[src/rtl/systolic_pkg.sv]
// Shared constants, widths and FSM state type for the 8x8 systolic array sequencer.
package systolic_pkg;

  localparam int ARRAY_SIZE = 8;
  localparam int FIRST_OUT  = ARRAY_SIZE + 1;
  localparam int N_RD       = 2 * ARRAY_SIZE - 1;
  localparam int N_WR       = 2 * ARRAY_SIZE;
  localparam int LAST       = FIRST_OUT + N_WR - 1;

  // Widths shared with the array datapath.
  localparam int CYCLE_W = 9;
  localparam int MIDX_W  = 6;

  typedef enum logic [1:0] {
    S_IDLE,
    S_RUN,
    S_GAP,
    S_DONE
  } state_t;

endpackage

[src/rtl/systolic_addr_gen.sv]
// Read/write SRAM address adders: base + tile offset + position within the tile.
module systolic_addr_gen
  import systolic_pkg::*;
#(
  parameter int ADDR_WIDTH = 10,
  parameter int TILE_W     = 6
) (
  input  logic [ADDR_WIDTH-1:0] w_base,
  input  logic [ADDR_WIDTH-1:0] d_base,
  input  logic [ADDR_WIDTH-1:0] o_base,
  input  logic [TILE_W-1:0]     tile,
  input  logic [CYCLE_W-1:0]    cnt,
  input  logic [MIDX_W-1:0]     midx,
  output logic [ADDR_WIDTH-1:0] raddr_w,
  output logic [ADDR_WIDTH-1:0] raddr_d,
  output logic [ADDR_WIDTH-1:0] waddr
);

  logic [ADDR_WIDTH-1:0] rd_off;
  logic [ADDR_WIDTH-1:0] wr_off;

  // All sums are truncated to ADDR_WIDTH, so addresses wrap silently.
  assign rd_off  = ADDR_WIDTH'(tile) * ADDR_WIDTH'(N_RD) + ADDR_WIDTH'(cnt);
  assign wr_off  = ADDR_WIDTH'(tile) * ADDR_WIDTH'(N_WR) + ADDR_WIDTH'(midx);

  assign raddr_w = w_base + rd_off;
  assign raddr_d = d_base + rd_off;
  assign waddr   = o_base + wr_off;

endmodule

[src/rtl/systolic_ctrl.sv]
// Tile sequencer for the systolic array: FSM, cycle/tile counters and registered
// SRAM/array control outputs, all computed from next-cycle values.
module systolic_ctrl
  import systolic_pkg::*;
#(
  parameter int ADDR_WIDTH = 10,
  parameter int TILE_W     = 6
) (
  input  logic                  clk,
  input  logic                  srst,
  input  logic                  start,
  input  logic [TILE_W-1:0]     tile_num,
  input  logic [ADDR_WIDTH-1:0] w_base,
  input  logic [ADDR_WIDTH-1:0] d_base,
  input  logic [ADDR_WIDTH-1:0] o_base,
  output logic                  busy,
  output logic                  done,
  output logic                  alu_start,
  output logic [CYCLE_W-1:0]    cycle_num,
  output logic [MIDX_W-1:0]     matrix_index,
  output logic                  sram_ren,
  output logic [ADDR_WIDTH-1:0] sram_raddr_w,
  output logic [ADDR_WIDTH-1:0] sram_raddr_d,
  output logic                  sram_wen,
  output logic [ADDR_WIDTH-1:0] sram_waddr
);

  state_t                state;
  logic [TILE_W-1:0]     t;
  logic [TILE_W-1:0]     tile_cnt;
  logic [ADDR_WIDTH-1:0] w_cfg, d_cfg, o_cfg;

  logic                  accept, last_cycle, tile_last;
  logic                  run_next, busy_next, done_next;
  logic                  rd_win, wr_win;
  logic [TILE_W-1:0]     t_next;
  logic [CYCLE_W-1:0]    cnt_next;
  logic [MIDX_W-1:0]     midx_next;
  logic [ADDR_WIDTH-1:0] w_sel, d_sel, o_sel;
  logic [ADDR_WIDTH-1:0] gen_raddr_w, gen_raddr_d, gen_waddr;

  assign accept     = (state == S_IDLE) && start;
  assign last_cycle = (state == S_RUN) && (cycle_num == CYCLE_W'(LAST));
  assign tile_last  = (TILE_W'(t + 1'b1) == tile_cnt);

  assign run_next  = (accept && (tile_num != '0)) || (state == S_GAP) ||
                     ((state == S_RUN) && !last_cycle);
  assign done_next = (accept && (tile_num == '0)) || (last_cycle && tile_last);
  assign busy_next = accept || (state == S_RUN) || (state == S_GAP);

  // Outputs are registered, so addresses are formed from the next-cycle view of
  // configuration, tile and counter; on acceptance that is the live inputs.
  assign w_sel     = accept ? w_base : w_cfg;
  assign d_sel     = accept ? d_base : d_cfg;
  assign o_sel     = accept ? o_base : o_cfg;
  assign t_next    = accept ? '0 : (last_cycle ? TILE_W'(t + 1'b1) : t);
  assign cnt_next  = ((state == S_RUN) && !last_cycle) ? CYCLE_W'(cycle_num + 1'b1) : '0;
  assign midx_next = MIDX_W'(cnt_next - CYCLE_W'(FIRST_OUT));
  assign rd_win    = run_next && (cnt_next < CYCLE_W'(N_RD));
  assign wr_win    = run_next && (cnt_next >= CYCLE_W'(FIRST_OUT)) &&
                     (cnt_next <= CYCLE_W'(LAST));

  systolic_addr_gen #(
    .ADDR_WIDTH (ADDR_WIDTH),
    .TILE_W     (TILE_W)
  ) u_addr_gen (
    .w_base  (w_sel),
    .d_base  (d_sel),
    .o_base  (o_sel),
    .tile    (t_next),
    .cnt     (cnt_next),
    .midx    (midx_next),
    .raddr_w (gen_raddr_w),
    .raddr_d (gen_raddr_d),
    .waddr   (gen_waddr)
  );

  // NOTE: every register here is assigned with <= so all of them update from the
  // same pre-edge values; a blocking = would leak new state into later lines.
  always_ff @(posedge clk) begin
    if (srst) begin
      state        <= S_IDLE;
      t            <= '0;
      tile_cnt     <= '0;
      w_cfg        <= '0;
      d_cfg        <= '0;
      o_cfg        <= '0;
      busy         <= 1'b0;
      done         <= 1'b0;
      alu_start    <= 1'b0;
      cycle_num    <= '0;
      matrix_index <= '0;
      sram_ren     <= 1'b0;
      sram_raddr_w <= '0;
      sram_raddr_d <= '0;
      sram_wen     <= 1'b0;
      sram_waddr   <= '0;
    end else begin
      case (state)
        S_IDLE: if (start) begin
          w_cfg    <= w_base;
          d_cfg    <= d_base;
          o_cfg    <= o_base;
          tile_cnt <= tile_num;
          state    <= (tile_num == '0) ? S_DONE : S_RUN;
        end
        S_RUN:   if (last_cycle) state <= tile_last ? S_DONE : S_GAP;
        S_GAP:   state <= S_RUN;
        S_DONE:  state <= S_IDLE;
        default: state <= S_IDLE;
      endcase

      t            <= t_next;
      busy         <= busy_next;
      done         <= done_next;
      alu_start    <= run_next;
      cycle_num    <= run_next ? cnt_next : '0;
      sram_ren     <= rd_win;
      sram_raddr_w <= rd_win ? gen_raddr_w : '0;
      sram_raddr_d <= rd_win ? gen_raddr_d : '0;
      sram_wen     <= wr_win;
      matrix_index <= wr_win ? midx_next : '0;
      sram_waddr   <= wr_win ? gen_waddr : '0;
    end
  end

endmodule

[config.mk]
export PLATFORM = sky130hd
export DESIGN_NAME = systolic_ctrl
export DESIGN_NICKNAME = d
export VERILOG_FILES = /design/src/rtl/systolic_pkg.sv /design/src/rtl/systolic_addr_gen.sv /design/src/rtl/systolic_ctrl.sv
export SDC_FILE = /design/constraint.sdc
export NUM_CORES = 1
export LEC_CHECK = 0
export CORE_ASPECT_RATIO = 1.75
export CORE_UTILIZATION = 31
export CTS_BUF_LIST = sky130_fd_sc_hd__clkbuf_4 sky130_fd_sc_hd__clkbuf_8
export DETAILED_ROUTE_END_ITERATION = 12
export DONT_BUFFER_PORTS = 1
export GPL_TIMING_DRIVEN = 0
export RECOVER_POWER = 25
export SLEW_MARGIN = 15
export SYNTH_ARGS = -nofsm -noshare
export SYNTH_HDL_FRONTEND = slang
export SYNTH_SLANG_ARGS = --single-unit
[constraint.sdc]
create_clock -name clk -period 18.3 [get_ports clk]
set_input_delay 4.575 -clock clk [delete_from_list [all_inputs] [get_ports clk]]
set_output_delay 4.575 -clock clk [all_outputs]
set_load 0.01 [all_outputs]
# Word-level counts from Yosys, hierarchy flattened
# Index checks and enable logic that the tools add are counted.
[classes] add_sub_neg=8 multipliers=1 magnitude_cmp=3 n_eq_ne=7 n_mux=11 n_bitwise=3 reduce_logical=23
[ops] operator="$add A10 B10 Y10" count=3
[ops] operator="$mux W10" count=3
[ops] operator="$mux W6" count=2
[ops] operator="$add A10 B6 Y10" count=1
[ops] operator="$add A10 B9 Y10" count=1
[ops] operator="$mul A6 B4 Y10 const B" count=1
[ops] operator="$add A9 B1 Y9 const B" count=1
[ops] operator="$eq A9 B5 Y1 const B" count=1
[ops] operator="$ge A9 B4 Y1 const B" count=1
[ops] operator="$le A9 B5 Y1 const B" count=1
[ops] operator="$logic_and A1 B1 Y1" count=9
[ops] operator="$lt A9 B4 Y1 const B" count=1
[ops] operator="$mux W9" count=1
[ops] operator="$pmux W2 S4" count=1
[ops] operator="$add A6 B1 Y6 const B" count=1
[ops] operator="$eq A6 B6 Y1" count=1
[ops] operator="$logic_not A6 Y1" count=1
[ops] operator="$mux W2" count=3
[ops] operator="$reduce_bool A6 Y1" count=1
[ops] operator="$reduce_or A2 Y1" count=3
[ops] operator="$sub A6 B4 Y6 const B" count=1
[ops] operator="$logic_or A1 B1 Y1" count=5
[ops] operator="$eq A2 B2 Y1 const B" count=2
[ops] operator="$ne A2 B2 Y1 const B" count=2
[ops] operator="other kinds (6)" count=9
[totals] ff_bits=94 out_inout_bits=50 wordCells=72

# Depth between registers and ports, before layout
[depth] word_depth=10 depth_mapped=27

# Hierarchy
# Synthesis repeated with hierarchy kept, for this count alone.
[hier_totals] cells_unflattened=708 hier_area_um2=5851.9
[by_module_without_submodules] module="systolic_ctrl" n_inst=1 cells_each=471 area_each_um2=3851.2
[by_module_without_submodules] module="systolic_addr_gen" n_inst=1 cells_each=237 area_each_um2=2000.7

# Least setup slack after synthesis
# No wires, ideal clock.
[synth_path] path_kind="input port to flip-flop" start="input port start" end="register sram_raddr_w[9]" setup_time_ns=0.115 arrival_time_ns=8.987 setup_slack_ns=9.199 cell_stages=21 cell_sequence="or3b_2 > buf_2 > clkbuf_1 > nand2_1 > inv_1 > ha_1 > fa_1 > inv_1 > fa_1 > inv_1 > ha_1 > a21oi_1 > xnor2_1 > ha_1 > a21oi_1 > nand2_1 > o21ai_0 > o21bai_1 > a21oi_1 > xnor2_1 > nor2_1"
[synth_via] word_cells_on_any_way=12 cone_classes="2 x add/sub; 1 x mul; 2 x mux; 1 x bitwise; 6 x reduce/logical"
[synth_lines] element="start, declared" line_no="systolic_ctrl.sv:11" rtl="input logic start,"
[synth_lines] element="$logic_and A1 B1 Y1" line_no="systolic_ctrl.sv:42" rtl="assign accept = (state == S_IDLE) && start;"
[synth_lines] element="$mux W6" line_no="systolic_ctrl.sv:56" rtl="assign t_next = accept ? '0 : (last_cycle ? TILE_W'(t + 1'b1) : t);"
[synth_lines] element="net t_next[4]" line_no="systolic_ctrl.sv:36" rtl="logic [TILE_W-1:0] t_next;"
[synth_lines] element="$mul A6 B4 Y10" line_no="systolic_addr_gen.sv:23" rtl="assign rd_off = ADDR_WIDTH'(tile) * ADDR_WIDTH'(N_RD) + ADDR_WIDTH'(cnt);"
[synth_lines] element="$add A10 B9 Y10" line_no="systolic_addr_gen.sv:23"
[synth_lines] element="$add A10 B10 Y10" line_no="systolic_addr_gen.sv:26" rtl="assign raddr_w = w_base + rd_off;"
[synth_lines] element="end signal, assigned" line_no="systolic_ctrl.sv:119" rtl="sram_raddr_w <= rd_win ? gen_raddr_w : '0;"
[synth_lines] element="end, declared" line_no="systolic_ctrl.sv:22" rtl="output logic [ADDR_WIDTH-1:0] sram_raddr_w,"
# The timed path passes the listed nets, and every way through them passes these cells.
# A chain may end at the register's enable or synchronous reset.

# Final worst setup path
# Same ends and word-level chain as after synthesis.

==> results.toml <==
[status]
outcome = "complete, no violations"

[floorplanning]
die_width_um = 103
chipHeight_um = 179
placement_rows = 64
initial_utilization = 0.317
num_io_pins = 89
die-area_um2 = 18500
core_area_um2 = 17500

[global_route]
global_route.usage.met2 = 0.309
global_route.usage.total = 0.158
total_congestion_overflow_after_global_routing = 0
grt_antenna_before_repair = 1
grt_busiest_layer = "met2"
grt_pass1_wl_mm = 21.3
use_met1 = 0.143
grt_max_degree = 19
grt_pass1_vias = 4223
routing_usage_on_met3 = 0.0335

[synth]
synthDominantCellAreaShare = 0.339
synth_area_per_cell_um2 = 8.52
synthesis.area_um2 = 5560
post-synth-top-count-cell = "sky130_fd_sc_hd__nand2_1"
ys_top_cells_by_count = "sky130_fd_sc_hd__nand2_1, sky130_fd_sc_hd__dfxtp_1, sky130_fd_sc_hd__nor2_1, sky130_fd_sc_hd__inv_1, sky130_fd_sc_hd__ha_1"
synthesis.nets = 765
netlist_top_cells_area = "sky130_fd_sc_hd__dfxtp_1, sky130_fd_sc_hd__ha_1, sky130_fd_sc_hd__nand2_1, sky130_fd_sc_hd__fa_1, sky130_fd_sc_hd__xnor2_1"
synth_register_bits = 94
synth.largest_area_cell = "sky130_fd_sc_hd__dfxtp_1"
synth_edf_count = 0
dominantRegCellSynth = "sky130_fd_sc_hd__dfxtp_1"
syn_inst = 652
async_flop_share = 0
synth_warnings = 0
post_synth_num_cell_types = 53
synth-seq-area-share = 0.339

[hold_path]
min-delay-path-class = "flip-flop to flip-flop"
hold_start = "w_cfg[2]"

[setup_path]
path_class = "input port to flip-flop"
timing.critical_path.slowest_cell_delay_ps = 500
worstPathRequired_ps = 18590
critical_path.startpoint = "start"
crit-reg2reg-launch = "cycle_num[0]"
buffers_plus_inverters_on_the_worst_setup_path = 5
worst-path-max-fanout = 10
path_cells = "or3b_2, buf_2, clkbuf_1, nand2_1, inv_1, ha_1, fa_1, inv_1, fa_1, inv_1, ha_1, a21oi_1, xnor2_1, ha_1, a21oi_1, nand2_1, o21ai_0, o21bai_1, a21oi_1, xnor2_1, nor2_1"
critPathCaptureType = "flip-flop"
crit_family = "adder cells"
cp-start-kind = "input port"
slowest_stage_cell_on_the_critical_path = "sky130_fd_sc_hd__fa_1"
data_arrival_time_of_the_critical_path_ps = 9680

[drt]
drcViolationCount = 0
drt_iter0_markers = 223
vias_per_cell = 4.68
firstDrtPassIters = 4
avgRoutedWirePerCell_um = 15.2
antenna_violating_nets_post_route = 0
vias = 4211
route.final.wire_length_mm = 13.7

[finish]
layout-drive-gt1-share = 0.0539
post-route-util = 0.344
stdcell_area_um2 = 6040
syn_to_final_growth_pct = 8.62
sequential_cell_area_um2 = 1880
final_nets = 776
fillerInstances = 1861
area_of_the_multi_input_gates_um2 = 3360

[clock_tree]
cts_resized = 0
post-cts-setup-buffer-count = 0
clock_sink_count = 94
cts_root_buffer = "sky130_fd_sc_hd__clkbuf_8"
ctsHoldBuffers = 0
clock_tree.htree_level_count = 3
clock_tree.buffer_depth = 2
cts_tree = "built"
worst_skew_pair.late_latency_ps = 400
cts.reportedPaths.clkPinSlew_ps = 90
cts_made_buffers = 9

[run]
max_cap_violations = 0

[place]
dpl.hpwl_mm = 11.3
gpl.final_weighted_congestion = 0.821
place_area_um2 = 5850
port_buffers = 0

[pwr]
p_leak_nw = 2.82
power-per-cell-area_nw_per_um2 = 102
peakVddDrop_mv = 0.0349

[timing]
timing.fmax_ghz = 0.106
period_share = 0.513
clock_skew_ps = 13.1
finalHoldViolCount = 0
slew_headroom = 0.496
final_period_minus_worst_setup_slack_ps = 9390
sum_of_negative_setup_slack_ps = 0
grt_setup_unrepaired = "no"
timing_worst_slew_pin_value_ps = 753
final-max-slew-violation-count = 0
setup_viol_count_final = 0
sequential cells by signal, indices dropped and copies added (netlist names), 6 cells and up:
name	cells
cycle_num	9
w_cfg	10
d_cfg	10
matrix_index	6
sram_raddr_w	10
tile_cnt	6
sram_waddr	10
o_cfg	10
sram_raddr_d	10
t	6
kinds of logic (layout without fill, tap and decap cells):
| family | Yosys count | after routing | synth area share |
|---|---|---|---|
| fa+ha+maj | 74 | 74 | 0.190 |
| xor+xnor | 56 | 56 | 0.0907 |
| simple gates | 235 | 235 | 0.194 |
| buf+inv | 80 | 96 | 0.0561 |
| compound gates | 104 | 104 | 0.115 |
| mux | 9 | 9 | 0.0162 |
| other cells | 0 | 1 | 0 |
| flops | 94 | 94 | 0.339 |
cells in the final DEF (no fill, tap or decap), types with 15 or more instances in the layout:
cell type                  instances
sky130_fd_sc_hd__nand2_1         100
sky130_fd_sc_hd__dfxtp_1          94
sky130_fd_sc_hd__nor2_1           72
sky130_fd_sc_hd__inv_1            58
sky130_fd_sc_hd__ha_1             57
sky130_fd_sc_hd__a21oi_1          50
sky130_fd_sc_hd__xnor2_1          38
sky130_fd_sc_hd__o21ai_0          19
sky130_fd_sc_hd__xor2_1           17
sky130_fd_sc_hd__fa_1             17
sky130_fd_sc_hd__clkbuf_1         15
power breakdown:
part / internal, mW / switching (mW) / leakage, nW
Clock: 0.0524 / 0.0846 / 0.0903
Sequential: 0.231 / 0.0156 / 0.766
Combinational: 0.0910 / 0.144 / 1.96
worst register-to-register path, cell delays in order, from the launching register on:
cell and delay [ps]:
sky130_fd_sc_hd__dfxtp_1 420, sky130_fd_sc_hd__inv_1 130, sky130_fd_sc_hd__ha_1 160, sky130_fd_sc_hd__nand4b_1 310, sky130_fd_sc_hd__nor3_4 550, sky130_fd_sc_hd__nand2_1 120, sky130_fd_sc_hd__xor2_1 160, sky130_fd_sc_hd__nor2_1 590
sky130_fd_sc_hd__ha_1 380, sky130_fd_sc_hd__fa_1 510, sky130_fd_sc_hd__inv_1 50, sky130_fd_sc_hd__fa_1 500, sky130_fd_sc_hd__inv_1 40, sky130_fd_sc_hd__ha_1 330, sky130_fd_sc_hd__inv_1 90, sky130_fd_sc_hd__o21bai_1 80
sky130_fd_sc_hd__a21oi_1 220, sky130_fd_sc_hd__xnor2_1 190, sky130_fd_sc_hd__ha_1 320, sky130_fd_sc_hd__a21oi_1 200, sky130_fd_sc_hd__nand2_1 60, sky130_fd_sc_hd__o21ai_0 320, sky130_fd_sc_hd__o21bai_1 120, sky130_fd_sc_hd__a21oi_1 240
sky130_fd_sc_hd__xnor2_1 140, sky130_fd_sc_hd__nor2_1 50
layout make-up:
| class | instances | share of cell area |
|---|---|---|
| flip-flops and latches | 94 | 0.312 |
| clock buffers | 9 | 0.0205 |
| plain buffers | 19 | 0.0137 |
| well taps | 231 | 0.0479 |
| multi-input cells | 478 | 0.557 |
| inverters | 61 | 0.0379 |
| clock inverters | 7 | 0.0106 |
| diodes | 1 | 0.000415 |
stage by stage:
stage	std cells	hold slack [ps]	power, mW	setup WS [ps]
6_report	900	469	0.619	8910
3_3_place_gp	883	450	0.487	8520
2_1_floorplan	652	444	0.430	9200
4_1_cts	899	471	0.629	8920
3_5_place_dp	883	457	0.490	8510
5_1_grt	900	489	0.670	8650
worst paths after layout:
kind	to	slack, ps	depth (start not counted)
min reg2reg	w_cfg[2]	470	2
min	w_cfg[2]	470	2
max reg2reg	sram_raddr_w[9]	11920	25
max	sram_raddr_w[9]	8910	21
metal layers:
metal / vias up / part of all wire
met1: 1940 / 0.34
met2: 77 / 0.57
li1: 2169 / -
met3: 25 / 0.050
met5: - / 0
met4: 0 / 0.039
Note: power is estimated with default switching activity, not from simulation.
